`src/rtl/stp_watch_ctrl_pkg.sv`:
```
// Shared constants for the stopwatch controller: state encoding and counter limits.
package stp_pkg;

  localparam logic [1:0] ST_IDLE  = 2'd0;
  localparam logic [1:0] ST_RUN   = 2'd1;
  localparam logic [1:0] ST_PAUSE = 2'd2;
  localparam logic [1:0] ST_LAP   = 2'd3;

  localparam logic [7:0] SEC_MAX = 8'd59;
  localparam logic [7:0] MIN_MAX = 8'd59;

  // Time advances in both RUN and LAP; LAP only freezes the display.
  function automatic logic is_running(input logic [1:0] st);
    return (st == ST_RUN) || (st == ST_LAP);
  endfunction

endpackage

```
`src/rtl/stp_watch_ctrl_if.sv`:
```
// Bundle between the stopwatch controller and its buttons/counters/display.
interface stp_watch_ctrl_if;

  logic       btn_start_stop;
  logic       btn_reset;
  logic       btn_lap;
  logic [7:0] sec_val;
  logic [7:0] min_val;

  logic       count_up_sec;
  logic       count_up_min;
  logic       count_up_hr;
  logic       stop;
  logic       rst_counters;
  logic       disp_hold;
  logic [1:0] state;

  modport master (
    input  btn_start_stop, btn_reset, btn_lap, sec_val, min_val,
    output count_up_sec, count_up_min, count_up_hr, stop, rst_counters,
           disp_hold, state
  );

  modport slave (
    output btn_start_stop, btn_reset, btn_lap, sec_val, min_val,
    input  count_up_sec, count_up_min, count_up_hr, stop, rst_counters,
           disp_hold, state
  );

endinterface

```
`src/rtl/stp_watch_ctrl_prescaler.sv`:
```
// Seconds prescaler: counts 0..TICK_DIV-1 while enabled, holds otherwise,
// and emits a registered one-cycle tick after the terminal count.
module stp_prescaler #(
  parameter int unsigned TICK_DIV = 50_000_000
) (
  input  logic clk,
  input  logic rst_n,
  input  logic clr_i,
  input  logic en_i,
  output logic tick_o
);

  localparam int unsigned W = $clog2(TICK_DIV);
  localparam logic [W-1:0] TC = W'(TICK_DIV - 1);

  logic [W-1:0] cnt_q, cnt_d;
  logic         tick_q, tick_d;

  always_comb begin
    cnt_d  = cnt_q;
    tick_d = en_i && (cnt_q == TC);
    if (clr_i) begin
      cnt_d = '0;
    end else if (en_i) begin
      cnt_d = (cnt_q == TC) ? '0 : cnt_q + 1'b1;
    end
  end

  always_ff @(posedge clk or negedge rst_n) begin
    if (!rst_n) begin
      cnt_q  <= '0;
      tick_q <= 1'b0;
    end else begin
      cnt_q  <= cnt_d;
      tick_q <= tick_d;
    end
  end

  assign tick_o = tick_q;

endmodule

```
`src/rtl/stp_watch_ctrl.sv`:
```
// Stopwatch sequencing: button FSM, seconds tick generation and min/hr cascade.
//
//   state | meaning
//   IDLE  | counters held at zero, prescaler cleared
//   RUN   | time advancing, live display
//   PAUSE | time frozen, prescaler holds its phase
//   LAP   | time advancing, display holds lap value
module stp_watch_ctrl
  import stp_pkg::*;
#(
  parameter int unsigned TICK_DIV = 50_000_000
) (
  input  logic              CLK,
  input  logic              rst_n,
  stp_watch_ctrl_if.master  bus
);

  logic [1:0] state_q, state_d;
  logic       rst_cnt_q, rst_cnt_d;
  logic       tick;

  always_comb begin
    state_d = state_q;
    unique case (state_q)
      ST_IDLE: begin
        if (bus.btn_start_stop) state_d = ST_RUN;
      end
      ST_RUN: begin
        if (bus.btn_start_stop)  state_d = ST_PAUSE;
        else if (bus.btn_lap)    state_d = ST_LAP;
      end
      ST_LAP: begin
        if (bus.btn_start_stop)  state_d = ST_PAUSE;
        else if (bus.btn_lap)    state_d = ST_RUN;
      end
      ST_PAUSE: begin
        if (bus.btn_reset)            state_d = ST_IDLE;
        else if (bus.btn_start_stop)  state_d = ST_RUN;
      end
      default: state_d = ST_IDLE;
    endcase
  end

  assign rst_cnt_d = (state_q == ST_PAUSE) && bus.btn_reset;

  always_ff @(posedge CLK or negedge rst_n) begin
    if (!rst_n) begin
      state_q   <= ST_IDLE;
      rst_cnt_q <= 1'b0;
    end else begin
      state_q   <= state_d;
      rst_cnt_q <= rst_cnt_d;
    end
  end

  // Enable follows the current state, so a terminal count on a pause edge still ticks.
  stp_prescaler #(
    .TICK_DIV (TICK_DIV)
  ) u_prescaler (
    .clk    (CLK),
    .rst_n  (rst_n),
    .clr_i  (state_q == ST_IDLE),
    .en_i   (is_running(state_q)),
    .tick_o (tick)
  );

  assign bus.count_up_sec = tick;
  assign bus.count_up_min = tick && (bus.sec_val == SEC_MAX);
  assign bus.count_up_hr  = bus.count_up_min && (bus.min_val == MIN_MAX);
  assign bus.stop         = (state_q == ST_IDLE);
  assign bus.disp_hold    = (state_q == ST_LAP);
  assign bus.rst_counters = rst_cnt_q;
  assign bus.state        = state_q;

endmodule

```
`src/flat_wrapper.sv`:
```
// flat-port wrapper written by rule: the top's interface ports become plain ports
module stp_watch_ctrl_flat import stp_pkg::*;
#(
  parameter int unsigned TICK_DIV = 50_000_000
)
  (CLK, rst_n, bus_btn_start_stop, bus_btn_reset, bus_btn_lap, bus_sec_val, bus_min_val, bus_count_up_sec, bus_count_up_min, bus_count_up_hr, bus_stop, bus_rst_counters, bus_disp_hold, bus_state);
  stp_watch_ctrl_if bus_i ();
  input  logic CLK;
  input  logic rst_n;
  input wire logic [$bits(bus_i.btn_start_stop)-1:0] bus_btn_start_stop;
  input wire logic [$bits(bus_i.btn_reset)-1:0] bus_btn_reset;
  input wire logic [$bits(bus_i.btn_lap)-1:0] bus_btn_lap;
  input wire logic [$bits(bus_i.sec_val)-1:0] bus_sec_val;
  input wire logic [$bits(bus_i.min_val)-1:0] bus_min_val;
  output wire logic [$bits(bus_i.count_up_sec)-1:0] bus_count_up_sec;
  output wire logic [$bits(bus_i.count_up_min)-1:0] bus_count_up_min;
  output wire logic [$bits(bus_i.count_up_hr)-1:0] bus_count_up_hr;
  output wire logic [$bits(bus_i.stop)-1:0] bus_stop;
  output wire logic [$bits(bus_i.rst_counters)-1:0] bus_rst_counters;
  output wire logic [$bits(bus_i.disp_hold)-1:0] bus_disp_hold;
  output wire logic [$bits(bus_i.state)-1:0] bus_state;
  assign bus_i.btn_start_stop = bus_btn_start_stop;
  assign bus_i.btn_reset = bus_btn_reset;
  assign bus_i.btn_lap = bus_btn_lap;
  assign bus_i.sec_val = bus_sec_val;
  assign bus_i.min_val = bus_min_val;
  assign bus_count_up_sec = bus_i.count_up_sec;
  assign bus_count_up_min = bus_i.count_up_min;
  assign bus_count_up_hr = bus_i.count_up_hr;
  assign bus_stop = bus_i.stop;
  assign bus_rst_counters = bus_i.rst_counters;
  assign bus_disp_hold = bus_i.disp_hold;
  assign bus_state = bus_i.state;
  stp_watch_ctrl #(.TICK_DIV(TICK_DIV)) u_core (.CLK(CLK), .rst_n(rst_n), .bus(bus_i));
endmodule
```
`config.mk`:
```
export PLATFORM = sky130hd
export DESIGN_NAME = stp_watch_ctrl_flat
export DESIGN_NICKNAME = d
export VERILOG_FILES = /design/src/rtl/stp_watch_ctrl_pkg.sv /design/src/rtl/stp_watch_ctrl_if.sv /design/src/rtl/stp_watch_ctrl_prescaler.sv /design/src/rtl/stp_watch_ctrl.sv /design/src/flat_wrapper.sv
export SDC_FILE = /design/constraint.sdc
export NUM_CORES = 1
export LEC_CHECK = 0
export CAP_MARGIN = 15
export CORE_MARGIN = 3
export CORE_UTILIZATION = 58
export CTS_CLUSTER_SIZE = 30
export DETAILED_ROUTE_END_ITERATION = 10
export HOLD_SLACK_MARGIN = 0.15
export MAX_ROUTING_LAYER = met4
export PLACE_DENSITY = 0.85
export SYNTH_ARGS = -nofsm -noshare
export SYNTH_HDL_FRONTEND = slang
export SYNTH_SLANG_ARGS = --single-unit
export TNS_END_PERCENT = 30
```
`constraint.sdc`:
```
create_clock -name CLK -period 4.3 [get_ports CLK]
set_input_delay 0.43 -clock CLK [delete_from_list [all_inputs] [get_ports CLK]]
set_output_delay 0.43 -clock CLK [all_outputs]
set_load 0.03 [all_outputs]
```
==> results of run 1 <==
[layout by cell type (no fill, tap or decap), drive strengths merged, types with 2 or more instances in the layout]
cell type and instances:
dfrtp 30, and2 5, nand2 40, and4 3
clkdlybuf4s50 28, nor4 8, ha 2, nor4bb 2
buf 2, and3 3, a21oi 2, inv 4
nand3 13, o21ai 24, nor3 10, or3 2
xor2 6, nor2 8, nand4 6, xnor2 18
clkbuf 7
[stage by stage]
| stage | hold WS (ps) | util |
|---|---|---|
| 6_report | 474 | 0.715 |
| 5_1_grt | 501 | 0.715 |
| 4_1_cts | 486 | 0.715 |
| 3_5_place_dp | 511 | 0.700 |
| 3_3_place_gp | 502 | 0.700 |
| 2_1_floorplan | 134 | - |
[per-layer routing]
| metal | track usage | up-vias | part of all wire |
|---|---|---|---|
| li1 | - | 768 | - |
| met4 | 0.0826 | 0 | 0.012 |
| met5 | - | - | 0 |
| met1 | 0.277 | 746 | 0.44 |
| met3 | 0.0731 | 7 | 0.060 |
| met2 | 0.379 | 40 | 0.49 |
[area by class of cell]
type	instances	area, µm²
inverter	4	15.0
clock buffer	7	45.0
tap	44	55.1
sequential	30	751
timing repair buffer	30	295
multi-input combinational	159	1040
fill	248	878
[kinds of logic after synthesis]
kind of cell             after synthesis
AO/OA/AOI/OAI                         29
XOR/XNOR                              24
flip-flops                            30
adder cells (fa/ha/maj)                2
buffers and inverters                 15
AND/OR/NAND/NOR                      104
[registers in the layout, summed over array words and instances, names as in the netlist]
name,cells
u_core.bus.rst_counters,1
u_core.bus.state,2
u_core.u_prescaler.cnt_q,26
u_core.u_prescaler.tick_o,1
[power groups by stage]
stage,clock network (mW),registers [mW],logic [mW]
floorplan,0,0.360,0.211
global placement,0,0.349,0.277
detailed placement,0,0.351,0.287
CTS,0.158,0.346,0.287
global route,0.173,0.352,0.308
finish,0.153,0.346,0.283
[worst min-delay path by stage]
| stage | to | slack (ps) | depth (start not counted) |
|---|---|---|---|
| global route | u_core.u_prescaler.cnt_q[11]$_DFFE_PN0P_ | 500 | 2 |
| detailed placement | u_core.u_prescaler.cnt_q[6]$_DFFE_PN0P_ | 510 | 2 |
| global placement | u_core.u_prescaler.cnt_q[4]$_DFFE_PN0P_ | 500 | 2 |
| floorplan | u_core.bus.rst_counters$_DFF_PN0_ | 130 | 0 |
| CTS | u_core.u_prescaler.cnt_q[11]$_DFFE_PN0P_ | 490 | 2 |
| finish | u_core.u_prescaler.cnt_q[3]$_DFFE_PN0P_ | 470 | 2 |
[worst max-delay path: cells and delay by family]
kind	cells	cell delay [ps]
buf+inv	2	1050
simple gates	3	690
==> impl_metrics.toml, run 1 <==
[power_and_ir_drop]
ir_worst_vdd_uv = 355
intPower_uw = 468
fin_total_pwr_uw = 783
total_leakage_power_nw = 0.809
power_switching_share = 0.402
pwr-share-comb = 0.362
seq_power_share = 0.442
p_clk_frac = 0.196
power_density_mw_per_mm2 = 356
switching_power_uw = 315

[placement]
detailedPlace.worstSlack_ps = 1680
place.port_buffers = 28
dp.final_hpwl_mm = 2.92
gpl.final_weighted_congestion = 0.903
placed_cell_count = 267
cell_area_placed_mm2 = 0.00215

[setup_path]
largest_driver_fanout_on_the_critical_path = 2
critical_path.startpoint_type = "input pin"
r2r_cells = 5
cp.required_ps = 3870
reg2reg_setup_slack_ps = 2240
worstReg2RegStart = "u_core.u_prescaler.cnt_q[2]$_DFFE_PN0P_"
arrival_ps = 2180
cp-endpoint = "bus_count_up_hr"
critical_path.startpoint = "bus_sec_val[6]"
crit_path_max_incr_delay_ps = 660
critPathMostFrequentCell = "sky130_fd_sc_hd__clkdlybuf4s50_1"
criticalPathCategory = "input pin to output pin"
critical_r2r_capture = "u_core.u_prescaler.cnt_q[13]$_DFFE_PN0P_"
worstPathCellList = "clkdlybuf4s50_1 > nand4bb_1 > nor4_1 > and3_1 > clkdlybuf4s50_1"
critical_path.slowest_cell = "sky130_fd_sc_hd__clkdlybuf4s50_1"
crit_end_element = "output pin"

[logic_synthesis]
syn-num-nets = 227
synth_top_family_by_area = "simple AND/OR/NAND/NOR gates"
postSynth.topFlopCell = "sky130_fd_sc_hd__dfrtp_1"
synth_simple_gate_area_frac = 0.304
post_synthesis_sequential_area_ratio = 0.397
yosysMostFrequentCell = "sky130_fd_sc_hd__nand2_1"
yosys-top-cells-area = "sky130_fd_sc_hd__dfrtp_1 40%, sky130_fd_sc_hd__o21ai_2 9.3%, sky130_fd_sc_hd__xnor2_1 8.3%"
synth.avg_cell_area_um2 = 9.26
xor_xnor_fraction_of_synth_area = 0.111
yosys-top-cells-count = "38 x sky130_fd_sc_hd__nand2_1, 30 x sky130_fd_sc_hd__dfrtp_1, 20 x sky130_fd_sc_hd__o21ai_2, 18 x sky130_fd_sc_hd__xnor2_1, 12 x sky130_fd_sc_hd__nand3_1"
ys_ff_latch = 30
yosys_warnings = 0
async_flop_share = 1.00
synth.largest_area_cell = "sky130_fd_sc_hd__dfrtp_1"
synth-compound-area-share = 0.121
yosysUniqueCellTypes = 38
syn-cell-area_mm2 = 0.00189
adder_cell_share_of_the_synthesized_area = 0.0132
synth_enable_flop_cells = 0
yosysTopAreaCellShare = 0.397
synth.area.mux_share = 0
synthesis.instances = 204

[global_route]
grt.overflow.total = 0
grt_max_degree = 31
antenna_found_initial = 0
vias_in_the_first_global_route = 1569
grt_pass1_wl_mm = 7.17
groute.usage.overall = 0.235

[finish]
drive_gt1_frac = 0.148
synthToLayoutAreaGrowth_pct = 16.4
finalNonFillerCells = 274
postLayoutCellArea_mm2 = 0.00220
antenna_cells = 0
final_net_count = 253

[sta]
finalHoldViolations = 0
max-slew-margin-rel = 0.354
final-setup-viol-count = 0
finalMaxSlewViolations = 0
finalCriticalPeriod_ps = 2610
period_share = 0.606
worst-slew-pin-transition_ps = 965
worst_clock_skew_ps = 11.4
worst_slack_ps = 1690
clock.fmax_mhz = 384
setup-tns-final_ps = 0
rsz_0062_raised_after_global_routing = "no"

[floorplan]
initial_util = 0.614
floorplan.die.height_um = 63.1
io_pins = 29
coreArea_mm2 = 0.00308
chipWidth_um = 63.1
design.die.area_mm2 = 0.00398
placementRows = 20

[clock_tree]
tritoncts.num_buffers = 5
post-cts-setup-buffer-count = 0
clock_sinks = 30
clk_pin_slew_worst_paths_ps = 90
cts-hold-fix-buffers = 0
ctsResizeCount = 0
clock_tree_from_tritoncts = "yes"
worst_skew_pair.late_latency_ps = 330
clk_root_buffer_cell = "sky130_fd_sc_hd__clkbuf_4"
clk_path_buf_depth = 2
h_tree_depth = 2

[route]
drt_iter0_drc = 50
avgRoutedWirePerCell_um = 14.5
avgViaCountPerCell = 5.70
routed_vias = 1561
drt_pre_antenna_iters = 4
postRouteWirelength_mm = 3.96
ant_nets = 0
drt_drc_violations_left = 0

[status]
outcome = "complete, no violations"

[job]
drv_cap = 0

[hold_path]
holdCritPathClass = "input pin to asynchronous set/reset pin"
Note: power is estimated with default switching activity, not from simulation.
==> run 2: changes to the inputs <==
CORE_UTILIZATION = 54   (was 58)
PLACE_DENSITY = 0.8   (was 0.85)
clock period = 2.52 ns   (was 4.3 ns; I/O delays follow)
==> run 2 against run 1 <==
  * Routed wire length down 1.2%
  * Global-route usage down 1.6 points
  * Hold slack got worse by 180 ps
  * Via count increased by 0.90%
  * Cell area unchanged
  * Sequential power increased by 71%
  * Utilization is 2.8 points lower
  * Power increased by 70%
  * Final cell count did not move
  * Combinational power rose by 69%
  * Critical path type unchanged
  * Largest power group unchanged
==> impl_metrics.toml, run 2 (synthesized netlist as in run 1, its figures left out) <==
[status]
outcome = "complete, no violations"

[finish]
mostFrequentLayoutCells = "38 x sky130_fd_sc_hd__nand2_1, 30 x sky130_fd_sc_hd__dfrtp_1, 28 x sky130_fd_sc_hd__clkdlybuf4s50_1"
final_common_cell = "sky130_fd_sc_hd__nand2_1"
post-route-util = 0.687
finalNonFillerCells = 274
synthToLayoutAreaGrowth_pct = 16.4
top_register = "u_core.u_prescaler.cnt_q"
postLayoutCellArea_mm2 = 0.00220
drive_gt1_frac = 0.148
fill_cells = 259
largest_reg_flops = 26
antenna_cells = 0
final_net_count = 253

[sta]
period_share = 0.902
finalCriticalPeriod_ps = 2270
setup-tns-final_ps = 0
hold_slack_ps = 297
finalMaxSlewViolations = 0
finalHoldViolations = 0
final-setup-viol-count = 0
rsz_0062_raised_after_global_routing = "no"
max-slew-margin-rel = 0.727
worst-slew-pin-transition_ps = 410
clock.fmax_mhz = 440
worst_clock_skew_ps = 7.82

[global_route]
grt_max_degree = 31
grt.overflow.total = 0
grt_pass1_wl_mm = 7.04
vias_in_the_first_global_route = 1500
groute.usage.overall = 0.219
antenna_found_initial = 0

[route]
postRouteWirelength_mm = 3.91
drt_pre_antenna_iters = 4
avgViaCountPerCell = 5.75
drt_iter0_drc = 78
drt_drc_violations_left = 0
routed_vias = 1575
ant_nets = 0
avgRoutedWirePerCell_um = 14.3

[clock_tree]
clock_tree_from_tritoncts = "yes"
cts-hold-fix-buffers = 0
ctsResizeCount = 0
tritoncts.num_buffers = 5
h_tree_depth = 2
post-cts-setup-buffer-count = 0
clk_pin_slew_worst_paths_ps = 90
clk_root_buffer_cell = "sky130_fd_sc_hd__clkbuf_4"
clk_path_buf_depth = 2
worst_skew_pair.late_latency_ps = 330
clock_sinks = 30

[placement]
place.port_buffers = 28
dp.final_hpwl_mm = 2.89
gpl.final_weighted_congestion = 0.879
placed_cell_count = 267
cell_area_placed_mm2 = 0.00215

[power_and_ir_drop]
p_clk_frac = 0.195
total_leakage_power_nw = 0.809
ir_worst_vdd_uv = 599
switching_power_uw = 532
power_density_mw_per_mm2 = 604
power_switching_share = 0.400
seq_power_share = 0.445
pwr-share-comb = 0.360
intPower_uw = 797

[setup_path]
criticalPathCategory = "input pin to output pin"
arrival_ps = 2020
largest_driver_fanout_on_the_critical_path = 2
critical_path.startpoint_type = "input pin"
cp.required_ps = 2270
crit_end_element = "output pin"

[floorplan]
io_pins = 29
design.die.area_mm2 = 0.00424
floorplan.die.height_um = 65.2
chipWidth_um = 65.2
coreArea_mm2 = 0.00320
initial_util = 0.590
placementRows = 20

[hold_path]
holdCritPathClass = "input pin to asynchronous set/reset pin"

[job]
drv_cap = 0
## run 2: cell counts in the layout (fill, tap and decap cells not counted)
Identical to the previous run, type by type.
## run 2: metrics by stage
step                      power, mW  setup WS (ps)
after floorplan               0.974            149
after global placement         1.07            268
after detailed placement       1.09            227
after CTS                      1.35            233
after global routing           1.42           50.8
final                          1.33            246
## run 2: worst max-delay path, stage by stage
cell and delay (ps):
sky130_fd_sc_hd__clkdlybuf4s50_1 390, sky130_fd_sc_hd__nand4bb_1 180, sky130_fd_sc_hd__nor4_1 310, sky130_fd_sc_hd__and3_1 220
sky130_fd_sc_hd__clkdlybuf4s50_1 670
## run 2: layout make-up
cell class              count  area [µm²]  share of cell area
clock buffers               7        45.0              0.0205
inverters                   4        15.0             0.00683
multi-input cells         159        1040               0.472
flip-flops and latches     30         751               0.341
well taps                  44        55.1              0.0250
repair buffers             30         295               0.134
## run 2: worst paths after layout
path	cells after the start	startpoint	end	slack, ps
max	5	bus_sec_val[6]	bus_count_up_hr	250
min	2	rst_n	u_core.u_prescaler.cnt_q[4]$_DFFE_PN0P_	300
max reg2reg	5	u_core.u_prescaler.cnt_q[2]$_DFFE_PN0P_	u_core.u_prescaler.cnt_q[13]$_DFFE_PN0P_	460
min reg2reg	2	u_core.u_prescaler.cnt_q[6]$_DFFE_PN0P_	u_core.u_prescaler.cnt_q[6]$_DFFE_PN0P_	530
max in group asynchronous	2	rst_n	u_core.u_prescaler.cnt_q[23]$_DFFE_PN0P_	1930
min in group CLK	2	bus_btn_reset	u_core.bus.rst_counters$_DFF_PN0_	530
## run 2: power by group through the flow
stage / clock [mW] / sequential [mW] / combinational [mW]
global placement: 0 / 0.597 / 0.475
global route: 0.297 / 0.601 / 0.522
finish: 0.259 / 0.592 / 0.479
floorplan: 0 / 0.614 / 0.360
CTS: 0.268 / 0.592 / 0.489
detailed placement: 0 / 0.602 / 0.486
## run 2: per-layer routing
metal / share of wire / GRT usage / vias up
met2: 0.49 / 0.360 / 52
li1: - / - / 766
met3: 0.074 / 0.0667 / 5
met1: 0.43 / 0.265 / 752
met4: 0.011 / 0.0570 / 0
met5: 0 / - / -
==> RTL change: new RTL, settings of run 1 <==
Compare `cnt_q` against `TC` with >= in place of ==.
--- a/src/rtl/stp_watch_ctrl_prescaler.sv
+++ b/src/rtl/stp_watch_ctrl_prescaler.sv
@@ -22,7 +22,7 @@
     if (clr_i) begin
       cnt_d = '0;
     end else if (en_i) begin
-      cnt_d = (cnt_q == TC) ? '0 : cnt_q + 1'b1;
+      cnt_d = (cnt_q >= TC) ? '0 : cnt_q + 1'b1;
     end
   end
 
Check against the original RTL: no difference found for any inputs over 10 cycles, from zero or initial values and one cycle with rst_n low; that may be too few to reach the edited logic, so the function may still have changed.
==> RTL change against run 1 <==
  * Maximum frequency is essentially flat
  * Synthesized area shrank 7.0%
  * Combinational power shrank 43%
  * Power grew 1.5%
  * Count of clock-buffer cells in the layout shrank 1
  * Sequential cell count is the same
  * Non-clock buffer count shrank 1
  * Clock skew shrank 0.0011 ns
  * Cell area shrank 3.6%
  * Largest cell class unchanged
  * Clock power grew 94%
  * Routed wire length shrank 1.4%
  * Register-to-register slack lost 0.50 ns
  * Worst setup slack lost 0.00080 ns
==> RTL change: results (changes against run 1) <==
layout:
  n_all_buffers: 29  # -3.3%
  stdcell_count: 253  # -7.7%
  multi_input_cells: 150  # -5.7%
  multi_input_area_um2: 912  # -12%
  fin_nets: 243  # -4.0%
  drive_above_1_share_pct: 8.56  # -6.2 points
  nonClockInverterCount: 5  # +1
  seq_cells: 30  # unchanged
  nFillCells: 220  # -11%
global_route:
  use_met2_pct: 37.2  # -0.78 points
  grtUsageTotal_pct: 23.3  # -0.20 points
  met1_usage_pct: 28.8  # +1.1 points
sta:
  finalClockSkew_ns: 0.0102  # -0.00113 ns
  post-route-min-period_ns: 2.61  # +0.000800 ns
  tightest_slew_ns: 0.951  # -0.0135 ns
  finalHoldWorstSlack_ns: 0.462  # -0.0120 ns
setup_path:
  r2r_slack_ns: 1.74  # -0.50 ns
  r2r_cells: 7  # +2
  regToRegEndpoint: "u_core.u_prescaler.cnt_q[9]$_DFFE_PN0P_"
synth:
  ys_seq_area_share_pct: 42.7  # +3.0 points
  synthTopCellsByArea: "dfrtp_1, a31oi_1, nand2_1"
  ys_types: 43  # +13%
  syn_area_per_cell_um2: 8.97  # -3.2%
  syn-num-nets: 218  # -4.0%
detailed_routing:
  dr_wl_met2_mm: 1.86  # -3.5%
  via_per_inst: 6.29  # +10%
  dr_wl_met3_um: 293  # +24%
  post_drt_wl_per_cell_um: 15.4  # +6.8%
placement:
  dp_hpwl_mm: 2.77  # -5.4%
  dpl_cell_area_mm2: 0.00201  # -6.8%
floorplanning:
  core_area_mm2: 0.00283  # -8.1%
power_and_ir_drop:
  irDropWorstVdd_mv: 0.316  # -11%
  p_leak_uw: 0.000884  # +9.4%
run_status:
  status: "finished, final reports clean"
hold_path:
  hold_class: "flip-flop to flip-flop"
RTL change: cell types whose count changed after synthesis, sizes merged, moves of 6 or more:
cell / before / now
a21oi: 2 / 17
nand2: 40 / 27
a31oi: 0 / 21
nor4: 8 / 1
xor2: 6 / 0
xnor2: 18 / 0
o21ai: 24 / 10
RTL change: cells by family (layout without fill, tap and decap cells):
group | count (synthesis) | count (layout) | synth area share (%)
and+or+nand+nor | 88 | 88 | 28.5
AOI/OAI and AO/OA | 58 | 58 | 21.0
DFF | 30 | 30 | 42.7
buffers and inverters | 16 | 42 | 5.41
muxes | 3 | 3 | 1.71
adders and majority gates | 1 | 1 | 0.712
RTL change: metrics by stage:
stage,total power (uW),utilization [%]
2_1_floorplan,446,-
3_3_place_gp,494,71.0
3_5_place_dp,502,71.0
4_1_cts,798,74.9
5_1_grt,834,74.9
6_report,794,74.9
RTL change: power breakdown:
| part | switching, uW | internal [uW] |
|---|---|---|
| clock network | 100 | 197 |
| registers | 31.0 | 304 |
| logic | 93.9 | 67.8 |
